`src/rtl/chip8_mem_arbiter_if.sv`:
```
// Memory-side bus of the CHIP-8 memory arbiter: one read port with a data-valid
// acknowledge and one write port, matching the existing `memory` block handshake.
interface chip8_mem_arbiter_if #(
  parameter int ADDR_W = 12,
  parameter int DATA_W = 8
) ();
  logic              mem_read;
  logic [ADDR_W-1:0] mem_read_addr;
  logic [DATA_W-1:0] mem_read_data;
  logic              mem_read_ack;
  logic              mem_write;
  logic [ADDR_W-1:0] mem_write_addr;
  logic [DATA_W-1:0] mem_write_data;

  // Arbiter side drives the strobes and addresses.
  modport master (
    output mem_read,
    output mem_read_addr,
    input  mem_read_data,
    input  mem_read_ack,
    output mem_write,
    output mem_write_addr,
    output mem_write_data
  );

  // Memory side returns read data and its acknowledge.
  modport slave (
    input  mem_read,
    input  mem_read_addr,
    output mem_read_data,
    output mem_read_ack,
    input  mem_write,
    input  mem_write_addr,
    input  mem_write_data
  );
endinterface

```
`src/rtl/chip8_mem_arbiter.sv`:
```
// Round-robin N-channel arbiter sharing the single-port CHIP-8 memory; one
// transaction at a time, with a read timeout that forces completion.
module chip8_mem_arbiter #(
  parameter int NUM_CH  = 3,
  parameter int ADDR_W  = 12,
  parameter int DATA_W  = 8,
  parameter int TIMEOUT = 16
) (
  input  logic                     clk,
  input  logic                     rst_n,
  input  logic [NUM_CH-1:0]        ch_read,
  input  logic [NUM_CH-1:0]        ch_write,
  input  logic [NUM_CH*ADDR_W-1:0] ch_addr,
  input  logic [NUM_CH*DATA_W-1:0] ch_wdata,
  output logic [DATA_W-1:0]        ch_rdata,
  output logic [NUM_CH-1:0]        ch_ack,
  chip8_mem_arbiter_if.master      mem,
  output logic                     busy,
  output logic                     timeout_err
);

  localparam int CH_W  = $clog2(NUM_CH);
  localparam int CNT_W = $clog2(TIMEOUT);
  localparam logic [CNT_W-1:0] TMO_LAST = CNT_W'(TIMEOUT - 1);
  localparam logic [CH_W-1:0]  LAST_CH  = CH_W'(NUM_CH - 1);

  localparam logic [2:0] S_IDLE  = 3'd0;
  localparam logic [2:0] S_WRITE = 3'd1;
  localparam logic [2:0] S_READ  = 3'd2;
  localparam logic [2:0] S_WAIT  = 3'd3;
  localparam logic [2:0] S_ACK   = 3'd4;

  logic [2:0]        state;
  logic [CH_W-1:0]   gnt;
  logic [CH_W-1:0]   rr_ptr;
  logic [CNT_W-1:0]  tmo_cnt;
  logic [ADDR_W-1:0] read_addr_q;
  logic [ADDR_W-1:0] write_addr_q;
  logic [DATA_W-1:0] write_data_q;

  logic [NUM_CH-1:0] req;
  logic              pick_valid;
  logic [CH_W-1:0]   pick;

  assign req = ch_read | ch_write;

  // Scan from the highest offset down so the lowest offset from rr_ptr wins.
  always_comb begin
    int idx;
    // NOTE: every variable gets a default before any branch; a path that
    // leaves one unassigned would infer a latch.
    pick_valid = 1'b0;
    pick       = '0;
    idx        = 0;
    for (int off = NUM_CH - 1; off >= 0; off--) begin
      idx = int'(rr_ptr) + off;
      if (idx >= NUM_CH) idx = idx - NUM_CH;
      if (req[idx[CH_W-1:0]]) begin
        pick_valid = 1'b1;
        pick       = idx[CH_W-1:0];
      end
    end
  end

  // Outputs decode from the state register only; nothing from ch_* reaches mem_*.
  assign mem.mem_read       = (state == S_READ);
  assign mem.mem_write      = (state == S_WRITE);
  assign mem.mem_read_addr  = read_addr_q;
  assign mem.mem_write_addr = write_addr_q;
  assign mem.mem_write_data = write_data_q;
  assign busy               = (state != S_IDLE);
  assign ch_ack             = (state == S_ACK) ? (NUM_CH'(1) << gnt) : '0;

  // NOTE: all state is updated with non-blocking assignments so every flop
  // samples the pre-edge values, independent of statement order.
  always_ff @(posedge clk or negedge rst_n) begin
    if (!rst_n) begin
      state        <= S_IDLE;
      gnt          <= '0;
      rr_ptr       <= '0;
      tmo_cnt      <= '0;
      read_addr_q  <= '0;
      write_addr_q <= '0;
      write_data_q <= '0;
      ch_rdata     <= '0;
      timeout_err  <= 1'b0;
    end else begin
      case (state)
        S_IDLE: begin
          if (pick_valid) begin
            gnt <= pick;
            // A write wins when a channel raises both read and write.
            if (ch_write[pick]) begin
              write_addr_q <= ch_addr[pick*ADDR_W +: ADDR_W];
              write_data_q <= ch_wdata[pick*DATA_W +: DATA_W];
              state        <= S_WRITE;
            end else begin
              read_addr_q <= ch_addr[pick*ADDR_W +: ADDR_W];
              state       <= S_READ;
            end
          end
        end
        S_WRITE: state <= S_ACK;
        S_READ: begin
          tmo_cnt <= '0;
          state   <= S_WAIT;
        end
        S_WAIT: begin
          tmo_cnt <= tmo_cnt + 1'b1;
          // The acknowledge is tested first so it beats a same-cycle timeout.
          if (mem.mem_read_ack) begin
            ch_rdata <= mem.mem_read_data;
            state    <= S_ACK;
          end else if (tmo_cnt == TMO_LAST) begin
            ch_rdata    <= '1;
            timeout_err <= 1'b1;
            state       <= S_ACK;
          end
        end
        S_ACK: begin
          rr_ptr <= (gnt == LAST_CH) ? '0 : gnt + 1'b1;
          state  <= S_IDLE;
        end
        default: state <= S_IDLE;
      endcase
    end
  end

endmodule

```
`src/flat_wrapper.sv`:
```
// flat-port wrapper written by rule: the top's interface ports become plain ports
module chip8_mem_arbiter_flat 
#(
  parameter int NUM_CH  = 3,
  parameter int ADDR_W  = 12,
  parameter int DATA_W  = 8,
  parameter int TIMEOUT = 16
)
  (clk, rst_n, ch_read, ch_write, ch_addr, ch_wdata, ch_rdata, ch_ack, busy, timeout_err, mem_mem_read, mem_mem_read_addr, mem_mem_read_data, mem_mem_read_ack, mem_mem_write, mem_mem_write_addr, mem_mem_write_data);
  chip8_mem_arbiter_if #(.ADDR_W(ADDR_W), .DATA_W(DATA_W)) mem_i ();
  input  logic clk;
  input  logic rst_n;
  input  logic [NUM_CH-1:0] ch_read;
  input  logic [NUM_CH-1:0] ch_write;
  input  logic [NUM_CH*ADDR_W-1:0] ch_addr;
  input  logic [NUM_CH*DATA_W-1:0] ch_wdata;
  output logic [DATA_W-1:0] ch_rdata;
  output logic [NUM_CH-1:0] ch_ack;
  output logic busy;
  output logic timeout_err;
  output wire logic [$bits(mem_i.mem_read)-1:0] mem_mem_read;
  output wire logic [$bits(mem_i.mem_read_addr)-1:0] mem_mem_read_addr;
  input wire logic [$bits(mem_i.mem_read_data)-1:0] mem_mem_read_data;
  input wire logic [$bits(mem_i.mem_read_ack)-1:0] mem_mem_read_ack;
  output wire logic [$bits(mem_i.mem_write)-1:0] mem_mem_write;
  output wire logic [$bits(mem_i.mem_write_addr)-1:0] mem_mem_write_addr;
  output wire logic [$bits(mem_i.mem_write_data)-1:0] mem_mem_write_data;
  assign mem_mem_read = mem_i.mem_read;
  assign mem_mem_read_addr = mem_i.mem_read_addr;
  assign mem_i.mem_read_data = mem_mem_read_data;
  assign mem_i.mem_read_ack = mem_mem_read_ack;
  assign mem_mem_write = mem_i.mem_write;
  assign mem_mem_write_addr = mem_i.mem_write_addr;
  assign mem_mem_write_data = mem_i.mem_write_data;
  chip8_mem_arbiter #(.NUM_CH(NUM_CH), .ADDR_W(ADDR_W), .DATA_W(DATA_W), .TIMEOUT(TIMEOUT)) u_core (.clk(clk), .rst_n(rst_n), .ch_read(ch_read), .ch_write(ch_write), .ch_addr(ch_addr), .ch_wdata(ch_wdata), .ch_rdata(ch_rdata), .ch_ack(ch_ack), .mem(mem_i), .busy(busy), .timeout_err(timeout_err));
endmodule
```
`config.mk`:
```
export PLATFORM = sky130hd
export DESIGN_NAME = chip8_mem_arbiter_flat
export DESIGN_NICKNAME = d
export VERILOG_FILES = /design/src/rtl/chip8_mem_arbiter_if.sv /design/src/rtl/chip8_mem_arbiter.sv /design/src/flat_wrapper.sv
export SDC_FILE = /design/constraint.sdc
export NUM_CORES = 1
export LEC_CHECK = 0
export ABC_AREA = 1
export BUFFER_PORTS_ARGS = -buffer_cell sky130_fd_sc_hd__buf_2
export CORE_ASPECT_RATIO = 1.2
export CORE_MARGIN = 4
export CORE_UTILIZATION = 41
export DETAILED_ROUTE_END_ITERATION = 12
export PLACE_DENSITY = 0.7
export SLEW_MARGIN = 15
export SYNTH_ARGS = -nofsm -noshare
export SYNTH_HDL_FRONTEND = slang
export SYNTH_SLANG_ARGS = --single-unit
```
`constraint.sdc`:
```
create_clock -name clk -period 3 [get_ports clk]
set_input_delay 0.45 -clock clk [delete_from_list [all_inputs] [get_ports clk]]
set_output_delay 0.45 -clock clk [all_outputs]
set_load 0.005 [all_outputs]
```
==> impl_results.html, run 1 <==
<table>
<tr><th>Metric</th><th>Value</th></tr>
<tr><th colspan="2">Die</th></tr>
<tr><td>Effective utilization at floorplan</td><td>42.75%</td></tr>
<tr><td>Ports</td><td>124</td></tr>
<tr><td>Die ar.</td><td>8616 um2</td></tr>
<tr><td>Num rows</td><td>33</td></tr>
<tr><td>Die X</td><td>85.41 um</td></tr>
<tr><td>CORE AREA</td><td>between 6000 and 7000 um2</td></tr>
<tr><td>Vertical die dimension</td><td>100.9 um</td></tr>
<tr><th colspan="2">Worst setup path</th></tr>
<tr><td>Cells on worst reg2reg path</td><td>15</td></tr>
<tr><td>CP Data Required Time</td><td>3190 ps</td></tr>
<tr><td>RR Endpoint</td><td>u_core.mem.mem_read_addr[2]</td></tr>
<tr><td>Reg-to-reg setup timing slack</td><td>330 ps</td></tr>
<tr><td>Buffering stage count on the worst path with inverters included</td><td>4</td></tr>
<tr><td>Cell with the most instances on the worst path</td><td>sky130_fd_sc_hd__nand2_1</td></tr>
<tr><td>Total number of cells along the worst setup path</td><td>15</td></tr>
<tr><td>Critical Path Max Stage Delay</td><td>~370 ps</td></tr>
<tr><td>Cell with the largest stage delay on the worst path</td><td>sky130_fd_sc_hd__dfrtp_1</td></tr>
<tr><td>CP Class</td><td>flop to flop</td></tr>
<tr><td>Critical path endpoint category</td><td>flop</td></tr>
<tr><td>Worst flop-to-flop path startpoint</td><td>u_core.rr_ptr[0]</td></tr>
<tr><td>Delay-heaviest family, CP</td><td>simple AND/OR/NAND/NOR gates</td></tr>
<tr><td>Worst-path fanout max</td><td>13</td></tr>
<tr><td>Worst Path Arrival</td><td>2860 ps</td></tr>
<tr><td>Category of the worst setup path launch point</td><td>flop</td></tr>
<tr><td>Cell chain of the critical path</td><td>inv_1 &gt; ha_1 &gt; inv_2 &gt; nand2_1 &gt; a21oi_1 &gt; nand2_1 &gt; nand2_1 &gt; nand2_4 &gt; nand3_2 &gt; nand2_2 &gt; buf_4 &gt; inv_2 &gt; nand2_2 &gt; nand2_1 &gt; nand2_1</td></tr>
<tr><th colspan="2">Cells and area</th></tr>
<tr><td>Share of cells above drive strength 1</td><td>30.34%</td></tr>
<tr><td>Number of antenna cells inserted</td><td>0</td></tr>
<tr><td>Fin area</td><td>3716 um2</td></tr>
<tr><td>Number of nets in the finished design</td><td>~600</td></tr>
<tr><td>Area added between synthesis and finish</td><td>26.06%</td></tr>
<tr><th colspan="2">Place</th></tr>
<tr><td>DP Wirelength</td><td>between 6000 and 7000 um</td></tr>
<tr><td>Worst slack at placement</td><td>around 160 ps</td></tr>
<tr><td>Final estimated routing congestion in global placement</td><td>roughly 0.8</td></tr>
<tr><td>Placed cell areas</td><td>3616 um2</td></tr>
<tr><td>Total of buffers placed on input and output ports</td><td>123</td></tr>
<tr><th colspan="2">Timing</th></tr>
<tr><td>Transition time at the pin with the least slew margin</td><td>886.9 ps</td></tr>
<tr><td>Final hold vios</td><td>0</td></tr>
<tr><td>RSZ-0062 raised after global routing</td><td>no</td></tr>
<tr><td>Final critical delay including setup and external delays</td><td>2667 ps</td></tr>
<tr><td>Tightest slew margin relative to the limit</td><td>40.88%</td></tr>
<tr><td>Total negative slack</td><td>0 ps</td></tr>
<tr><td>Worst clock skew</td><td>6.879 ps</td></tr>
<tr><td>Least setup slack across all paths after layout</td><td>333.0 ps</td></tr>
<tr><td>Highest attainable clock frequency</td><td>375.0 MHz</td></tr>
<tr><td>Final count of pins violating max slew</td><td>0</td></tr>
<tr><td>Setup violation total in the final timing report</td><td>0</td></tr>
<tr><td>Share of the clock period used by the worst path after layout</td><td>between 80% and 90%</td></tr>
<tr><th colspan="2">Global routing</th></tr>
<tr><td>All-layer global routing usage</td><td>19.48%</td></tr>
<tr><td>Maximum number of pins on one net before global-route repair</td><td>41</td></tr>
<tr><td>Initial antenna violation count</td><td>0</td></tr>
<tr><td>Global-route wire length before repair</td><td>13460 um</td></tr>
<tr><td>Vias in the first global route</td><td>2823</td></tr>
<tr><td>Sum of overflow across all layers after global routing</td><td>0</td></tr>
<tr><th colspan="2">Clock network</th></tr>
<tr><td>Setup Fix Bufs, Post-CTS</td><td>0</td></tr>
<tr><td>CTS tree</td><td>built</td></tr>
<tr><td>CTS buffer count</td><td>5</td></tr>
<tr><td>Root buf cell</td><td>sky130_fd_sc_hd__clkbuf_8</td></tr>
<tr><td>Maximum level of the CTS H-tree</td><td>2</td></tr>
<tr><td>Clock Latency Late Sink</td><td>300 ps</td></tr>
<tr><td>Clock sinks</td><td>52</td></tr>
<tr><td>Max clock buf depth</td><td>2</td></tr>
<tr><td>Clock input transition at the sequential cells of the worst setup and hold paths</td><td>90 ps</td></tr>
<tr><th colspan="2">Logic synthesis</th></tr>
<tr><td>Post-synth net total</td><td>487</td></tr>
<tr><td>Post-synth design cell area</td><td>2948 um2</td></tr>
<tr><td>Number of warnings issued by yosys</td><td>0</td></tr>
<tr><td>Mapped Avg Cell Area</td><td>7.243 um2</td></tr>
<tr><td>Register area share after synthesis</td><td>44.14%</td></tr>
<tr><td>Gate count after technology mapping</td><td>407</td></tr>
<tr><td>Library cells used by synthesis</td><td>28</td></tr>
<tr><td>Synthesized flop and latch total</td><td>between 50 and 60</td></tr>
<tr><th colspan="2">Routing</th></tr>
<tr><td>Number of nets still failing antenna checks after routing</td><td>0</td></tr>
<tr><td>Detailed-routing iteration count for the pre-antenna-repair pass</td><td>4</td></tr>
<tr><td>Detailed Route Iter0 Violations</td><td>about 180</td></tr>
<tr><td>Final routed wirelength across all metal layers</td><td>8385 um</td></tr>
<tr><td>Total number of vias</td><td>~3100</td></tr>
<tr><td>Via density per instance</td><td>5.018</td></tr>
<tr><td>Drt drc</td><td>0</td></tr>
<tr><td>Final routed wire length divided by cell count</td><td>13.72 um</td></tr>
<tr><th colspan="2">Pwr</th></tr>
<tr><td>Leakage power</td><td>2.094 nW</td></tr>
<tr><td>Worst IR drop on VDD</td><td>0.5700 mV</td></tr>
<tr><td>Power density over cell area</td><td>1166 nW/um2</td></tr>
<tr><th colspan="2">Run</th></tr>
<tr><td>Max Cap Viol</td><td>0</td></tr>
<tr><th colspan="2">Worst hold path</th></tr>
<tr><td>Worst Hold Class</td><td>input pin to async pin</td></tr>
<tr><th colspan="2">Run status</th></tr>
<tr><td>Run status</td><td>finished, final reports clean</td></tr>
</table>
worst register-to-register path, delay by kind of cell (launching register included):
family	cells	cell delay [ps]
simple gates	9	1060
buf+inv	4	620
flops	1	370
fa+ha+maj	1	360
compound gates	1	150
final cells by class:
class | count | area [um2]
flip-flops and latches | 52 | 1301
clock inverters | 2 | 10.01
fillers | 693 | 3179
repair buffers | 130 | 668.1
well taps | 87 | 108.9
multi-input cells | 310 | 1455
inverters | 24 | 90.09
clock buffers | 6 | 82.58
placed cells by master (no fill, tap or decap):
cell type / instances
sky130_fd_sc_hd__nor3_2: 1
sky130_fd_sc_hd__o21ai_1: 13
sky130_fd_sc_hd__ha_1: 3
sky130_fd_sc_hd__nand2_1: 144
sky130_fd_sc_hd__nand3b_1: 21
sky130_fd_sc_hd__clkbuf_8: 6
sky130_fd_sc_hd__o21ai_0: 21
sky130_fd_sc_hd__clkinv_1: 1
sky130_fd_sc_hd__a32o_1: 1
sky130_fd_sc_hd__xor2_1: 1
sky130_fd_sc_hd__buf_4: 7
sky130_fd_sc_hd__nor3_1: 5
sky130_fd_sc_hd__nor2_1: 41
sky130_fd_sc_hd__o22ai_1: 2
sky130_fd_sc_hd__nand4_1: 1
sky130_fd_sc_hd__inv_1: 17
sky130_fd_sc_hd__nand2_2: 6
sky130_fd_sc_hd__nor2_4: 2
sky130_fd_sc_hd__a31o_2: 1
sky130_fd_sc_hd__inv_2: 6
sky130_fd_sc_hd__nand3_2: 2
sky130_fd_sc_hd__nand3_1: 38
sky130_fd_sc_hd__dfrtp_1: 52
sky130_fd_sc_hd__nand2_4: 1
sky130_fd_sc_hd__nor2_2: 1
sky130_fd_sc_hd__clkinv_2: 2
sky130_fd_sc_hd__or2_2: 1
sky130_fd_sc_hd__buf_2: 123
sky130_fd_sc_hd__a21oi_1: 4
synth_stat cells, drive strengths merged:
library cell | instances | area [um2]
buf | 11 | 71.32
inv | 23 | 86.33
nand2 | 151 | 581.8
ha | 3 | 37.54
nand3 | 40 | 210.2
a32o | 1 | 10.01
a21oi | 4 | 20.02
xor2 | 1 | 8.760
o22ai | 2 | 12.51
nand4 | 1 | 6.260
clkbuf | 10 | 37.54
nor2 | 44 | 182.7
nor3 | 6 | 35.03
nand3b | 21 | 157.7
or2 | 1 | 6.260
clkinv | 1 | 3.750
a31o | 1 | 8.760
o21ai | 34 | 170.2
dfrtp | 52 | 1301
sequential cells by signal (all words and copies together), names as in the netlist:
register and count:
u_core.tmo_cnt 4, u_core.mem.mem_write_addr 12, u_core.ch_rdata 8, u_core.rr_ptr 2, u_core.state 3, u_core.gnt 2
u_core.mem.mem_write_data 8, u_core.mem.mem_read_addr 12, u_core.timeout_err 1
how the worst max path moves through the flow:
stage,endpoint,start
4_1_cts,u_core.mem.mem_write_addr[3],u_core.rr_ptr[0]
5_1_grt,u_core.mem.mem_read_addr[10],u_core.rr_ptr[0]
3_5_place_dp,u_core.mem.mem_write_addr[5],u_core.rr_ptr[0]
6_report,u_core.mem.mem_read_addr[2],u_core.rr_ptr[0]
2_1_floorplan,u_core.mem.mem_read_addr[0],u_core.rr_ptr[0]
3_3_place_gp,u_core.mem.mem_write_addr[1],u_core.rr_ptr[0]
routing by layer:
| metal | up-vias | wire length (um) | global-route usage [%] |
|---|---|---|---|
| met5 | - | 0 | 0 |
| met4 | 0 | 112 | 5.116 |
| met3 | 7 | 468 | 3.107 |
| met2 | 92 | 4195 | 33.67 |
| met1 | 1430 | 3610 | 25.30 |
| li1 | 1537 | - | - |
report_power, final:
part	leakage (nW)	internal, W	switching, W
clock	0.0510	0.000185	0.000225
combinational	1.39	0.000933	0.00177
sequential	0.653	0.00104	0.000181
total	2.09	0.00216	0.00218
what timing repair did:
item	CTS	global route
resized for setup	0	2
setup endpoints to repair	0	22
hold buffers	0	0
cells by family after synthesis:
family	synth area share (%)
AO/OA/AOI/OAI	7.513
XOR/XNOR	0.2972
adder cells (fa/ha/maj)	1.273
buffers and inverters	6.749
flip-flops	44.14
AND/OR/NAND/NOR	40.03
through the flow:
step	cells	util, %	total power [W]	hold WS (ps)
5_1_grt	611	53.89	0.004807	334.1
4_1_cts	611	53.78	0.004352	287.4
6_report	611	53.89	0.004334	259.4
2_1_floorplan	407	-	0.003149	154.4
3_3_place_gp	603	52.44	0.003860	450.2
3_5_place_dp	603	52.44	0.003936	458.6
Note: power is estimated with default switching activity, not from simulation.
==> run 2, diff against run 1 <==
--- a/config.mk
+++ b/config.mk
@@ -11,6 +11,7 @@
 export CORE_MARGIN = 4
 export CORE_UTILIZATION = 41
 export DETAILED_ROUTE_END_ITERATION = 12
+export MAX_ROUTING_LAYER = met4
 export PLACE_DENSITY = 0.7
 export SLEW_MARGIN = 15
 export SYNTH_ARGS = -nofsm -noshare
==> run 2 against run 1 <==
Against the previous run:
- largest power group unchanged
- die area did not move
- final area did not move
- setup slack got worse by 7.5 ps
- total power rose by 0.22%
==> impl_results.html, run 2 (synthesis results as in run 1) <==
<table>
<tr><th>Metric</th><th>Value</th></tr>
<tr><th colspan="2">Global routing</th></tr>
<tr><td>Vias in the first global route</td><td>2829 (+0.21%)</td></tr>
<tr><td>Sum of overflow across all layers after global routing</td><td>0 (unchanged)</td></tr>
<tr><td>All-layer global routing usage</td><td>19.99% (+0.52 points)</td></tr>
<tr><td>Global-route wire length before repair</td><td>13450 um (about the same)</td></tr>
<tr><td>Initial antenna violation count</td><td>0 (unchanged)</td></tr>
<tr><td>Maximum number of pins on one net before global-route repair</td><td>41 (unchanged)</td></tr>
<tr><th colspan="2">Pwr</th></tr>
<tr><td>Power density over cell area</td><td>1169 nW/um2 (+0.22%)</td></tr>
<tr><td>Worst IR drop on VDD</td><td>0.5730 mV (+0.53%)</td></tr>
<tr><td>Internal Power</td><td>0.002158 W (about the same)</td></tr>
<tr><td>Combinational share of power</td><td>62.4% (about the same)</td></tr>
<tr><td>Sequential group share of total power</td><td>28.1% (about the same)</td></tr>
<tr><td>Switching power share of the total</td><td>50.33% (+0.11 points)</td></tr>
<tr><td>Part of the total power dissipated in the clock network</td><td>9.5% (about the same)</td></tr>
<tr><td>Leakage power</td><td>2.094 nW (unchanged)</td></tr>
<tr><td>Net switching power</td><td>0.002186 W (+0.44%)</td></tr>
<tr><th colspan="2">Timing</th></tr>
<tr><td>Worst clock skew</td><td>3.819 ps (-3.060 ps)</td></tr>
<tr><td>Tightest slew margin relative to the limit</td><td>41.12% (+0.24 points)</td></tr>
<tr><td>Least setup slack across all paths after layout</td><td>325.6 ps (-7.454 ps)</td></tr>
<tr><td>Final count of pins violating max slew</td><td>0 (unchanged)</td></tr>
<tr><td>RSZ-0062 raised after global routing</td><td>no</td></tr>
<tr><td>Worst hold slack</td><td>258.3 ps (-1.114 ps)</td></tr>
<tr><td>Total negative slack</td><td>0 ps (unchanged)</td></tr>
<tr><td>Final critical delay including setup and external delays</td><td>2674 ps (+7.454 ps)</td></tr>
<tr><td>Setup violation total in the final timing report</td><td>0 (unchanged)</td></tr>
<tr><td>Share of the clock period used by the worst path after layout</td><td>89.15% (+0.25 points)</td></tr>
<tr><td>Highest attainable clock frequency</td><td>373.9 MHz (-0.28%)</td></tr>
<tr><td>Transition time at the pin with the least slew margin</td><td>883.2 ps (-3.672 ps)</td></tr>
<tr><td>Final hold vios</td><td>0 (unchanged)</td></tr>
<tr><th colspan="2">Worst setup path</th></tr>
<tr><td>Critical path endpoint category</td><td>flop</td></tr>
<tr><td>Worst-path fanout max</td><td>13 (unchanged)</td></tr>
<tr><td>Critical Path Max Stage Delay</td><td>370 ps (about the same)</td></tr>
<tr><td>Category of the worst setup path launch point</td><td>flop</td></tr>
<tr><td>Worst flop-to-flop path startpoint</td><td>u_core.rr_ptr[0]</td></tr>
<tr><td>Cells on worst reg2reg path</td><td>16 (+1)</td></tr>
<tr><td>CP Class</td><td>flop to flop</td></tr>
<tr><td>RR Endpoint</td><td>u_core.mem.mem_read_addr[3]</td></tr>
<tr><td>Cell chain of the critical path</td><td>inv_1 &gt; ha_1 &gt; inv_2 &gt; nand2_1 &gt; nand3_1 &gt; nand2_1 &gt; nand2_1 &gt; nand2_4 &gt; inv_2 &gt; nand2_1 &gt; nand2_2 &gt; buf_4 &gt; inv_2 &gt; nand2_2 &gt; nand2_1 &gt; nand2_1</td></tr>
<tr><td>Cell with the largest stage delay on the worst path</td><td>sky130_fd_sc_hd__dfrtp_1</td></tr>
<tr><td>Buffering stage count on the worst path with inverters included</td><td>5 (+1)</td></tr>
<tr><td>Reg-to-reg setup timing slack</td><td>330 ps (about the same)</td></tr>
<tr><td>Cell with the most instances on the worst path</td><td>sky130_fd_sc_hd__nand2_1</td></tr>
<tr><td>Delay-heaviest family, CP</td><td>simple AND/OR/NAND/NOR gates</td></tr>
<tr><td>CP Data Required Time</td><td>3200 ps (about the same)</td></tr>
<tr><td>Worst Path Arrival</td><td>2870 ps (about the same)</td></tr>
<tr><th colspan="2">Place</th></tr>
<tr><td>Total of buffers placed on input and output ports</td><td>123 (unchanged)</td></tr>
<tr><td>DP Wirelength</td><td>6306 um (unchanged)</td></tr>
<tr><td>Final estimated routing congestion in global placement</td><td>0.8308 (+1.5%)</td></tr>
<tr><td>Worst slack at placement</td><td>162.7 ps (unchanged)</td></tr>
<tr><th colspan="2">Routing</th></tr>
<tr><td>Final routed wirelength across all metal layers</td><td>8421 um (+0.43%)</td></tr>
<tr><td>Via density per instance</td><td>4.993 (-0.49%)</td></tr>
<tr><td>Detailed-routing iteration count for the pre-antenna-repair pass</td><td>4 (unchanged)</td></tr>
<tr><td>Final routed wire length divided by cell count</td><td>13.78 um (+0.43%)</td></tr>
<tr><td>Total number of vias</td><td>3051 (-0.49%)</td></tr>
<tr><td>Drt drc</td><td>0 (unchanged)</td></tr>
<tr><td>Detailed Route Iter0 Violations</td><td>205 (+15%)</td></tr>
<tr><td>Number of nets still failing antenna checks after routing</td><td>0 (unchanged)</td></tr>
<tr><th colspan="2">Clock network</th></tr>
<tr><td>Clock input transition at the sequential cells of the worst setup and hold paths</td><td>90 ps (about the same)</td></tr>
<tr><td>Setup Fix Bufs, Post-CTS</td><td>0 (unchanged)</td></tr>
<tr><td>CTS buffer count</td><td>5 (unchanged)</td></tr>
<tr><td>Root buf cell</td><td>sky130_fd_sc_hd__clkbuf_8</td></tr>
<tr><td>Max clock buf depth</td><td>2 (unchanged)</td></tr>
<tr><td>Maximum level of the CTS H-tree</td><td>2 (unchanged)</td></tr>
<tr><td>Clock sinks</td><td>52 (unchanged)</td></tr>
<tr><td>CTS tree</td><td>built</td></tr>
<tr><td>Hold-fix buffers, CTS</td><td>0 (unchanged)</td></tr>
<tr><td>Clock Latency Late Sink</td><td>300 ps (about the same)</td></tr>
<tr><th colspan="2">Cells and area</th></tr>
<tr><td>Storage cell area</td><td>1301 um2 (unchanged)</td></tr>
<tr><td>Most frequent cells in the layout</td><td>sky130_fd_sc_hd__nand2_1, sky130_fd_sc_hd__buf_2, sky130_fd_sc_hd__dfrtp_1</td></tr>
<tr><td>Number of antenna cells inserted</td><td>0 (unchanged)</td></tr>
<tr><td>Fillers</td><td>693 (unchanged)</td></tr>
<tr><td>Area added between synthesis and finish</td><td>26.06% (unchanged)</td></tr>
<tr><td>Most frequent standard cell in the layout excluding fill and tap cells</td><td>sky130_fd_sc_hd__nand2_1</td></tr>
<tr><td>Multi-input gate area in the final layout</td><td>1455 um2 (unchanged)</td></tr>
<tr><td>Number of nets in the finished design</td><td>603 (unchanged)</td></tr>
<tr><td>Share of cells above drive strength 1</td><td>30.34% (unchanged)</td></tr>
<tr><td>Core occupancy in the finished layout</td><td>53.89% (unchanged)</td></tr>
<tr><th colspan="2">Worst hold path</th></tr>
<tr><td>Worst Hold Class</td><td>input pin to async pin</td></tr>
<tr><th colspan="2">Die</th></tr>
<tr><td>Vertical die dimension</td><td>100.9 um (unchanged)</td></tr>
<tr><td>Effective utilization at floorplan</td><td>42.75% (unchanged)</td></tr>
<tr><td>Die ar.</td><td>8616 um2 (unchanged)</td></tr>
<tr><td>Num rows</td><td>33 (unchanged)</td></tr>
<tr><td>Ports</td><td>124 (unchanged)</td></tr>
<tr><td>CORE AREA</td><td>6895 um2 (unchanged)</td></tr>
<tr><td>Die X</td><td>85.41 um (unchanged)</td></tr>
<tr><th colspan="2">Run status</th></tr>
<tr><td>Run status</td><td>finished, final reports clean</td></tr>
<tr><th colspan="2">Run</th></tr>
<tr><td>Max Cap Viol</td><td>0 (unchanged)</td></tr>
</table>
-- run 2: power groups by stage --
stage / Clock (W) / Combinational, W / Sequential, W
finish: 0.000413 / 0.00271 / 0.00122
global route: 0.000460 / 0.00308 / 0.00126
CTS: 0.000418 / 0.00271 / 0.00122
detailed placement: 0 / 0.00271 / 0.00123
global placement: 0 / 0.00263 / 0.00123
floorplan: 0 / 0.00191 / 0.00124
-- run 2: worst reg2reg max path: cells and delay by family, from the launching register on --
kind	cells	cell delay, ps
AND/OR/NAND/NOR	10	1180
buffers and inverters	5	650
flip-flops	1	370
adder cells (fa/ha/maj)	1	370
-- run 2: how the worst max path moves through the flow --
stage / depth (start not counted) / endpoint / slack (ps) / from
floorplan: 12 / u_core.mem.mem_read_addr[0] / 1080 / u_core.rr_ptr[0]
global placement: 11 / u_core.mem.mem_write_addr[1] / 300 / u_core.rr_ptr[0]
detailed placement: 11 / u_core.mem.mem_write_addr[5] / 160 / u_core.rr_ptr[0]
CTS: 11 / u_core.mem.mem_write_addr[3] / 150 / u_core.rr_ptr[0]
global route: 16 / u_core.mem.mem_read_addr[10] / 40 / u_core.rr_ptr[0]
finish: 16 / u_core.mem.mem_read_addr[3] / 330 / u_core.rr_ptr[0]
-- run 2: final cells by class --
cell class | count | area share (%)
multi-input combinational | 310 | 39.16
inverter | 24 | 2.424
tap | 87 | 2.929
clock buffer | 6 | 2.222
sequential | 52 | 35.02
clock inverter | 2 | 0.2694
timing repair buffer | 130 | 17.98
-- run 2: metal layers --
layer,GRT usage [%],vias to the layer above,share of wire [%]
met4,5.116,0,1.3
met1,25.61,1420,44
li1,-,1536,-
met5,-,-,0
met3,2.289,7,4.9
met2,33.73,88,50
-- run 2: what timing repair did --
action | in CTS | in global routing
endpoints found under the hold margin | 0 | 0
gates resized for setup | 0 | 2
setup endpoints to repair | 0 | 21
-- run 2: per-stage QoR --
step / total power (W) / instance area [um2] / cells
finish: 0.004344 / 3716 / 611
global route: 0.004804 / 3716 / 611
CTS: 0.004352 / 3709 / 611
detailed placement: 0.003936 / 3616 / 603
global placement: 0.003860 / 3616 / 603
floorplan: 0.003149 / 2948 / 407
